--- config.mk ---
export PLATFORM = sky130hd
export DESIGN_NAME = fb_write_queue_flat
export DESIGN_NICKNAME = d
export VERILOG_FILES = /design/src/rtl/fb_write_queue_if.sv /design/src/rtl/fb_write_queue.sv /design/src/flat_wrapper.sv
export SDC_FILE = /design/constraint.sdc
export NUM_CORES = 1
export LEC_CHECK = 0
export CAP_MARGIN = 20
export CORE_MARGIN = 2
export CORE_UTILIZATION = 65
export DETAILED_ROUTE_END_ITERATION = 8
export PLACE_DENSITY = 0.88
export SYNTH_ARGS = -nofsm -noshare
export SYNTH_HDL_FRONTEND = slang
export SYNTH_SLANG_ARGS = --single-unit
--- constraint.sdc ---
create_clock -name clk -period 11.1 [get_ports clk]
set_clock_uncertainty 0.05 [all_clocks]
set_input_delay 1.11 -clock clk [delete_from_list [all_inputs] [get_ports clk]]
set_output_delay 1.11 -clock clk [all_outputs]
set_load 0.03 [all_outputs]
--- src/rtl/fb_write_queue_if.sv ---
// Bus bundle for fb_write_queue: GPU pixel-write side, swap control,
// 16-bit memory write port and status.
//   master : GPU/memory-side driver (fb_*, swap_req, mem_ready out; status in)
//   slave  : the write queue itself
interface fb_write_queue_if #(
  parameter int unsigned FB_WIDTH   = 400,
  parameter int unsigned FB_HEIGHT  = 240,
  parameter int unsigned FIFO_DEPTH = 16
);
  localparam int unsigned XW = $clog2(FB_WIDTH) + 1;
  localparam int unsigned YW = $clog2(FB_HEIGHT) + 1;
  localparam int unsigned LW = $clog2(FIFO_DEPTH) + 1;

  // GPU pixel-write side
  logic [XW-1:0] fb_x;
  logic [YW-1:0] fb_y;
  logic [15:0]   fb_color;
  logic          fb_write;

  // Buffer swap control
  logic          swap_req;
  logic          swap_done;
  logic          front_buffer;

  // Memory write port
  logic [31:0]   mem_addr;
  logic [15:0]   mem_wdata;
  logic          mem_write;
  logic          mem_ready;

  // Status
  logic [LW-1:0] fifo_level;
  logic          overflow;
  logic          busy;

  modport master (
    output fb_x, fb_y, fb_color, fb_write, swap_req, mem_ready,
    input  swap_done, front_buffer, mem_addr, mem_wdata, mem_write,
           fifo_level, overflow, busy
  );

  modport slave (
    input  fb_x, fb_y, fb_color, fb_write, swap_req, mem_ready,
    output swap_done, front_buffer, mem_addr, mem_wdata, mem_write,
           fifo_level, overflow, busy
  );
endinterface

--- src/rtl/fb_write_queue.sv ---
// fb_write_queue: pixel-write stage behind the GPU draw/clear engine.
// Converts (x, y) writes into linear back-buffer pixel addresses, queues
// them in a FIFO and drains the queue to a 16-bit memory write port with a
// ready handshake. Also owns double-buffer selection; a requested swap
// commits only once every queued write to the old back buffer has retired.
// Ports:
//   clk    : clock, rising edge
//   reset  : asynchronous, active-low reset
//   bus    : fb_write_queue_if.slave
//            in : fb_x, fb_y, fb_color, fb_write, swap_req, mem_ready
//            out: swap_done, front_buffer, mem_addr, mem_wdata, mem_write,
//                 fifo_level, overflow, busy (all registered)
module fb_write_queue #(
  parameter int unsigned FB_WIDTH   = 400,
  parameter int unsigned FB_HEIGHT  = 240,
  parameter int unsigned FIFO_DEPTH = 16,
  parameter logic [31:0] FB_BASE0   = 32'h0000_0000,
  parameter logic [31:0] FB_BASE1   = FB_BASE0 + 32'(FB_WIDTH * FB_HEIGHT)
) (
  input  logic           clk,
  input  logic           reset,
  fb_write_queue_if.slave bus
);
  localparam int unsigned PW = $clog2(FIFO_DEPTH);
  localparam int unsigned LW = PW + 1;
  localparam logic [LW-1:0] DEPTH_L = LW'(FIFO_DEPTH);

  typedef struct packed {
    logic [31:0] addr;
    logic [15:0] color;
  } entry_t;

  typedef enum logic {
    S_IDLE    = 1'b0,
    S_PENDING = 1'b1
  } swap_state_t;

  entry_t        fifo_q [FIFO_DEPTH];
  logic [PW-1:0] wr_ptr_q;
  logic [PW-1:0] rd_ptr_q;
  logic [PW-1:0] rd_ptr_n;
  logic [LW-1:0] level_q;
  logic [LW-1:0] level_n;
  entry_t        head_q;
  entry_t        head_n;
  entry_t        push_entry;
  logic          mem_write_q;
  logic          overflow_q;
  logic          front_q;
  logic          swap_done_q;
  logic          busy_q;
  logic          busy_n;
  logic          prev_swap_q;
  swap_state_t   state_q;
  swap_state_t   state_n;

  logic          in_bounds;
  logic          full;
  logic          pop;
  logic          push;
  logic          drop;
  logic          swap_edge;
  logic          commit;

  // Push/pop decisions and the entry built from the incoming pixel
  always_comb begin
    in_bounds = (32'(bus.fb_x) < FB_WIDTH) && (32'(bus.fb_y) < FB_HEIGHT);
    full      = (level_q == DEPTH_L);
    pop       = mem_write_q && bus.mem_ready;
    // A full queue still accepts a push when the head retires in the same cycle
    push      = bus.fb_write && in_bounds && (!full || pop);
    drop      = bus.fb_write && in_bounds && full && !pop;

    // Address is resolved against the back buffer now, so later swaps never retarget it
    push_entry.addr  = (front_q ? FB_BASE0 : FB_BASE1)
                     + 32'(bus.fb_y) * 32'(FB_WIDTH)
                     + 32'(bus.fb_x);
    push_entry.color = bus.fb_color;
  end

  // Next queue state and next head; the head is registered so mem_* are flop outputs
  always_comb begin
    head_n   = '0;
    rd_ptr_n = pop ? rd_ptr_q + PW'(1) : rd_ptr_q;
    level_n  = level_q + LW'(push) - LW'(pop);
    if (level_n == '0) begin
      head_n = '0;
    end else if (push && (wr_ptr_q == rd_ptr_n)) begin
      // The slot becoming the head is the one being written this edge
      head_n = push_entry;
    end else begin
      head_n = fifo_q[rd_ptr_n];
    end
  end

  // Swap FSM next state: commit only once the queue has fully drained
  always_comb begin
    state_n   = state_q;
    commit    = 1'b0;
    swap_edge = bus.swap_req && !prev_swap_q;
    case (state_q)
      S_IDLE: begin
        if (swap_edge) begin
          state_n = S_PENDING;
        end
      end
      S_PENDING: begin
        if ((level_q == '0) && !push) begin
          commit  = 1'b1;
          state_n = S_IDLE;
        end
      end
      default: begin
        state_n = S_IDLE;
      end
    endcase
    busy_n = (level_n != '0) || (state_n == S_PENDING);
  end

  // Control and output registers
  always_ff @(posedge clk or negedge reset) begin
    if (!reset) begin
      wr_ptr_q    <= '0;
      rd_ptr_q    <= '0;
      level_q     <= '0;
      head_q      <= '0;
      mem_write_q <= 1'b0;
      overflow_q  <= 1'b0;
      front_q     <= 1'b0;
      swap_done_q <= 1'b0;
      busy_q      <= 1'b0;
      prev_swap_q <= 1'b0;
      state_q     <= S_IDLE;
    end else begin
      wr_ptr_q    <= push ? wr_ptr_q + PW'(1) : wr_ptr_q;
      rd_ptr_q    <= rd_ptr_n;
      level_q     <= level_n;
      head_q      <= head_n;
      mem_write_q <= (level_n != '0);
      overflow_q  <= overflow_q | drop;
      front_q     <= front_q ^ commit;
      swap_done_q <= commit;
      busy_q      <= busy_n;
      prev_swap_q <= bus.swap_req;
      state_q     <= state_n;
    end
  end

  // Queue storage; contents are qualified by the pointers so no reset is needed
  always_ff @(posedge clk) begin
    if (push) begin
      fifo_q[wr_ptr_q] <= push_entry;
    end
  end

  assign bus.mem_addr     = head_q.addr;
  assign bus.mem_wdata    = head_q.color;
  assign bus.mem_write    = mem_write_q;
  assign bus.fifo_level   = level_q;
  assign bus.overflow     = overflow_q;
  assign bus.front_buffer = front_q;
  assign bus.swap_done    = swap_done_q;
  assign bus.busy         = busy_q;

endmodule

--- src/flat_wrapper.sv ---
// flat-port wrapper written by rule: the top's interface ports become plain ports
module fb_write_queue_flat 
#(
  parameter int unsigned FB_WIDTH   = 400,
  parameter int unsigned FB_HEIGHT  = 240,
  parameter int unsigned FIFO_DEPTH = 16,
  parameter logic [31:0] FB_BASE0   = 32'h0000_0000,
  parameter logic [31:0] FB_BASE1   = FB_BASE0 + 32'(FB_WIDTH * FB_HEIGHT)
)
  (clk, reset, bus_fb_x, bus_fb_y, bus_fb_color, bus_fb_write, bus_swap_req, bus_mem_ready, bus_swap_done, bus_front_buffer, bus_mem_addr, bus_mem_wdata, bus_mem_write, bus_fifo_level, bus_overflow, bus_busy);
  fb_write_queue_if #(.FB_WIDTH(FB_WIDTH), .FB_HEIGHT(FB_HEIGHT), .FIFO_DEPTH(FIFO_DEPTH)) bus_i ();
  input  logic clk;
  input  logic reset;
  input wire logic [$bits(bus_i.fb_x)-1:0] bus_fb_x;
  input wire logic [$bits(bus_i.fb_y)-1:0] bus_fb_y;
  input wire logic [$bits(bus_i.fb_color)-1:0] bus_fb_color;
  input wire logic [$bits(bus_i.fb_write)-1:0] bus_fb_write;
  input wire logic [$bits(bus_i.swap_req)-1:0] bus_swap_req;
  input wire logic [$bits(bus_i.mem_ready)-1:0] bus_mem_ready;
  output wire logic [$bits(bus_i.swap_done)-1:0] bus_swap_done;
  output wire logic [$bits(bus_i.front_buffer)-1:0] bus_front_buffer;
  output wire logic [$bits(bus_i.mem_addr)-1:0] bus_mem_addr;
  output wire logic [$bits(bus_i.mem_wdata)-1:0] bus_mem_wdata;
  output wire logic [$bits(bus_i.mem_write)-1:0] bus_mem_write;
  output wire logic [$bits(bus_i.fifo_level)-1:0] bus_fifo_level;
  output wire logic [$bits(bus_i.overflow)-1:0] bus_overflow;
  output wire logic [$bits(bus_i.busy)-1:0] bus_busy;
  assign bus_i.fb_x = bus_fb_x;
  assign bus_i.fb_y = bus_fb_y;
  assign bus_i.fb_color = bus_fb_color;
  assign bus_i.fb_write = bus_fb_write;
  assign bus_i.swap_req = bus_swap_req;
  assign bus_i.mem_ready = bus_mem_ready;
  assign bus_swap_done = bus_i.swap_done;
  assign bus_front_buffer = bus_i.front_buffer;
  assign bus_mem_addr = bus_i.mem_addr;
  assign bus_mem_wdata = bus_i.mem_wdata;
  assign bus_mem_write = bus_i.mem_write;
  assign bus_fifo_level = bus_i.fifo_level;
  assign bus_overflow = bus_i.overflow;
  assign bus_busy = bus_i.busy;
  fb_write_queue #(.FB_WIDTH(FB_WIDTH), .FB_HEIGHT(FB_HEIGHT), .FIFO_DEPTH(FIFO_DEPTH), .FB_BASE0(FB_BASE0), .FB_BASE1(FB_BASE1)) u_core (.clk(clk), .reset(reset), .bus(bus_i));
endmodule
==> results.md <==
- Req. time, crit path: 11.28 ns
- Worst r2r dst: u_core.bus.mem_addr[0]
- R2R Setup Slk: 6.29 ns
- Clock Path Buffers: 3
- Setup TNS: 0 ns
- Setup bufs post-CTS: 0
- Final Hold Fails: 0
- Count of cell types in the netlist: 52
- Worst hold slack: 0.4516 ns
- Endpoints failing setup: 0
- Clk pin slew, worst setup/hold paths: 0.06 ns
- Crit end category: flip-flop
- TritonRoute pass-1 iters: 7
- First-pass GRT wire length: 87.22 mm
- Arrival @ worst endpoint: 6.45 ns
- Cell Pwr Density: 304.7 nW/um^2
- Final ANT Viol Nets: 0
- Netlist Area Pre-Place: 24830 sq um
- Total CTS buffers: 56
- Worst hold path type: flip-flop to flip-flop
- Post-synth EDFFs: 560
- Slew headroom: 0.2652
- Synth Area in Compound Gates: 0.05271
- Syn_area_per_cell: 20.61 sq um
- Largest net degree at the start of global routing: 106
- Vias in the first global route: 13620
- Main combinational cell family by area after synthesis: multiplexers
- Critical Path Start: bus_fb_y[2]
- Maximum clock rate: 159.6 MHz
- Fraction of synthesized area in multiplexers: 0.1274
- RR Startpoint: u_core.bus.fifo_level[3]
- Synth Area in Adders: 0.03819
- Skew-Pair Late Insertion Delay: 0.59 ns
- Crit path to: u_core.fifo_q[14][33]
- Min Tclk post-route: 6.265 ns
- Vias per inst: 7.051
- Synth Register Bits: 615
- Top_reg_cell synth: edfxtp_1
- H-tree levels: 2
- YS warnings: 0
- Average wire per standard cell: 31.89 um
- Total Die Area: 39780 sq um
- Max cap viols: 0
- HPWL after DPL: 29.41 mm
- Status: completed
- CTS tree: yes
- Final net count: 1434
- Area Growth Syn to Fin: 13.60%
- Fillers: 1895
- I/O pins: 98
- N_diodes: 0
- Detailed-route DRC error count: 0
- Peak supply drop: 0.3521 mV
- Leakage power total: 0.009585 uW
- Vias post-DR: 13260
- Global placement routability congestion: 0.8020
- Die height: 199.5 um
- Mapped Cells: 1205
- Core area: 37670 sq um
- Die Wd: 199.5 um
- Commonest cells after routing, fill and taps aside: edfxtp_1 (560), mux4_2 (140), clkdlybuf4s50_1 (83)
- Clock sink total: 615
- Worst Reg2Reg Path Length in Cells: 13
- CP startpoint kind: input pin
- Core Rows: 71
- Post-CTS Hold Buffers: 0
- Post-layout util: 0.7489
- Post-Synth Simple-Gate Area: 0.01683
- Synth async-reset ratio: 0.08943
- I/O Buffers: 84
- Tcrit/Tclk final: 0.5645
- Grt total ovfl: 0
- Post_cts resized: 0
- CTS Root Cell: clkbuf_16
- Commonest non-fill, non-tap cell in the layout: edfxtp_1
- Slew Limit Fails: 0
- Initial core utilization: 0.6592
- Xor/xnor share of the synthesized area: 0.01088
- Initial antenna violation count: 0
- Iteration-0 DRC Markers: 1918
- Crit path kind: input pin to flip-flop
- Worst-Margin Slew: 1.102 ns
- RSZ-0062 raised after global routing: false
- Crit Path Max Fanout: 17
- Total track usage: 0.3115
- Share of cells above drive strength 1: 0.2104
- Final WL: 59.96 mm
- Seq/Total Area, Yosys: 0.7326
[registers in the layout (all words and copies together) (netlist names)]
signal	cells
u_core.fifo_q	560
u_core.bus.mem_write	1
u_core.bus.front_buffer	1
u_core.bus.mem_wdata	16
u_core.state_q	1
u_core.bus.overflow	1
u_core.wr_ptr_q	4
u_core.rd_ptr_q	4
u_core.bus.swap_done	1
u_core.bus.fifo_level	5
u_core.prev_swap_q	1
u_core.bus.mem_addr	19
u_core.bus.busy	1
[metrics by stage]
stage / instances / cell area [sq um] / total power, uW / setup slack [ns]
floorplan: 1217 / 24880 / 5590 / 5.525
global placement: 1769 / 26340 / 6379 / 4.808
detailed placement: 1770 / 26350 / 6555 / 4.483
CTS: 1874 / 28160 / 8543 / 4.926
global route: 1880 / 28210 / 8879 / 4.447
finish: 1880 / 28210 / 8594 / 4.835
[metal layers]
metal	track usage	routed length, um	up-vias
met2	0.5153	30180	1097
met3	0.05705	6480	224
met4	0.1569	3108	0
met5	0	0	-
met1	0.4040	20190	6737
li1	-	-	5197
[final cells by class]
cell class | count | area (sq um) | area share
well taps | 511 | 639.4 | 0.02267
multi-input cells | 494 | 6321 | 0.2241
clock buffers | 84 | 1608 | 0.05700
inverters | 39 | 146.4 | 0.005190
repair buffers | 117 | 1096 | 0.03886
clock inverters | 20 | 205.2 | 0.007274
flip-flops and latches | 615 | 18190 | 0.6449
[Yosys cell counts (7+ instances only)]
| master | count | share of area |
|---|---|---|
| a21oi_1 | 13 | 0.0026 |
| a221o_1 | 35 | 0.014 |
| a22o_1 | 70 | 0.025 |
| buf_2 | 27 | 0.0054 |
| buf_4 | 13 | 0.0039 |
| clkbuf_1 | 22 | 0.0033 |
| dfrtp_1 | 55 | 0.055 |
| edfxtp_1 | 560 | 0.68 |
| fa_1 | 8 | 0.0064 |
| ha_1 | 63 | 0.032 |
| inv_1 | 38 | 0.0057 |
| mux4_2 | 140 | 0.13 |
| nand2_1 | 12 | 0.0018 |
| nor2_1 | 27 | 0.0041 |
| nor2b_1 | 7 | 0.0018 |
| nor3_1 | 8 | 0.0016 |
| o21ai_0 | 13 | 0.0026 |
| xnor2_1 | 21 | 0.0074 |
| xor2_1 | 8 | 0.0028 |
[critical path: stages]
cell	delay, ns
clkdlybuf4s50_1	0.47
ha_1	0.32
ha_1	0.31
fa_1	0.44
ha_1	0.33
nor2b_1	0.14
o21ai_0	0.20
a21boi_0	0.15
o21ai_0	0.20
nor2b_1	0.18
xnor2_1	0.14
ha_1	0.26
ha_1	0.37
inv_1	0.11
o21ai_0	0.30
o211ai_1	0.19
a211oi_1	0.37
xor2_1	0.86
[worst min path at each step]
stage                         from                   to  slack, ns  cells past startpoint
3_5_place_dp   u_core.bus.overflow  u_core.bus.overflow       0.44                      1
2_1_floorplan       u_core.state_q       u_core.state_q       0.41                      2
3_3_place_gp   u_core.bus.overflow  u_core.bus.overflow       0.43                      1
5_1_grt        u_core.bus.overflow  u_core.bus.overflow       0.47                      1
4_1_cts        u_core.bus.overflow  u_core.bus.overflow       0.45                      1
6_report       u_core.bus.overflow  u_core.bus.overflow       0.45                      1
[cell families after synthesis]
| family | count (synthesis) |
|---|---|
| flip-flops | 615 |
| AO/OA/AOI/OAI | 157 |
| multiplexers | 141 |
| buffers and inverters | 108 |
| AND/OR/NAND/NOR | 82 |
| adder cells (fa/ha/maj) | 71 |
| XOR/XNOR | 30 |
| other | 1 |
[where the power goes]
group          leakage, uW  internal [uW]  switching (uW)  total, uW
Sequential         0.00570           3000            91.5       3100
Combinational      0.00299           1570            2010       3580
Clock             0.000896           1090             826       1920
Note: power is estimated with default switching activity, not from simulation.
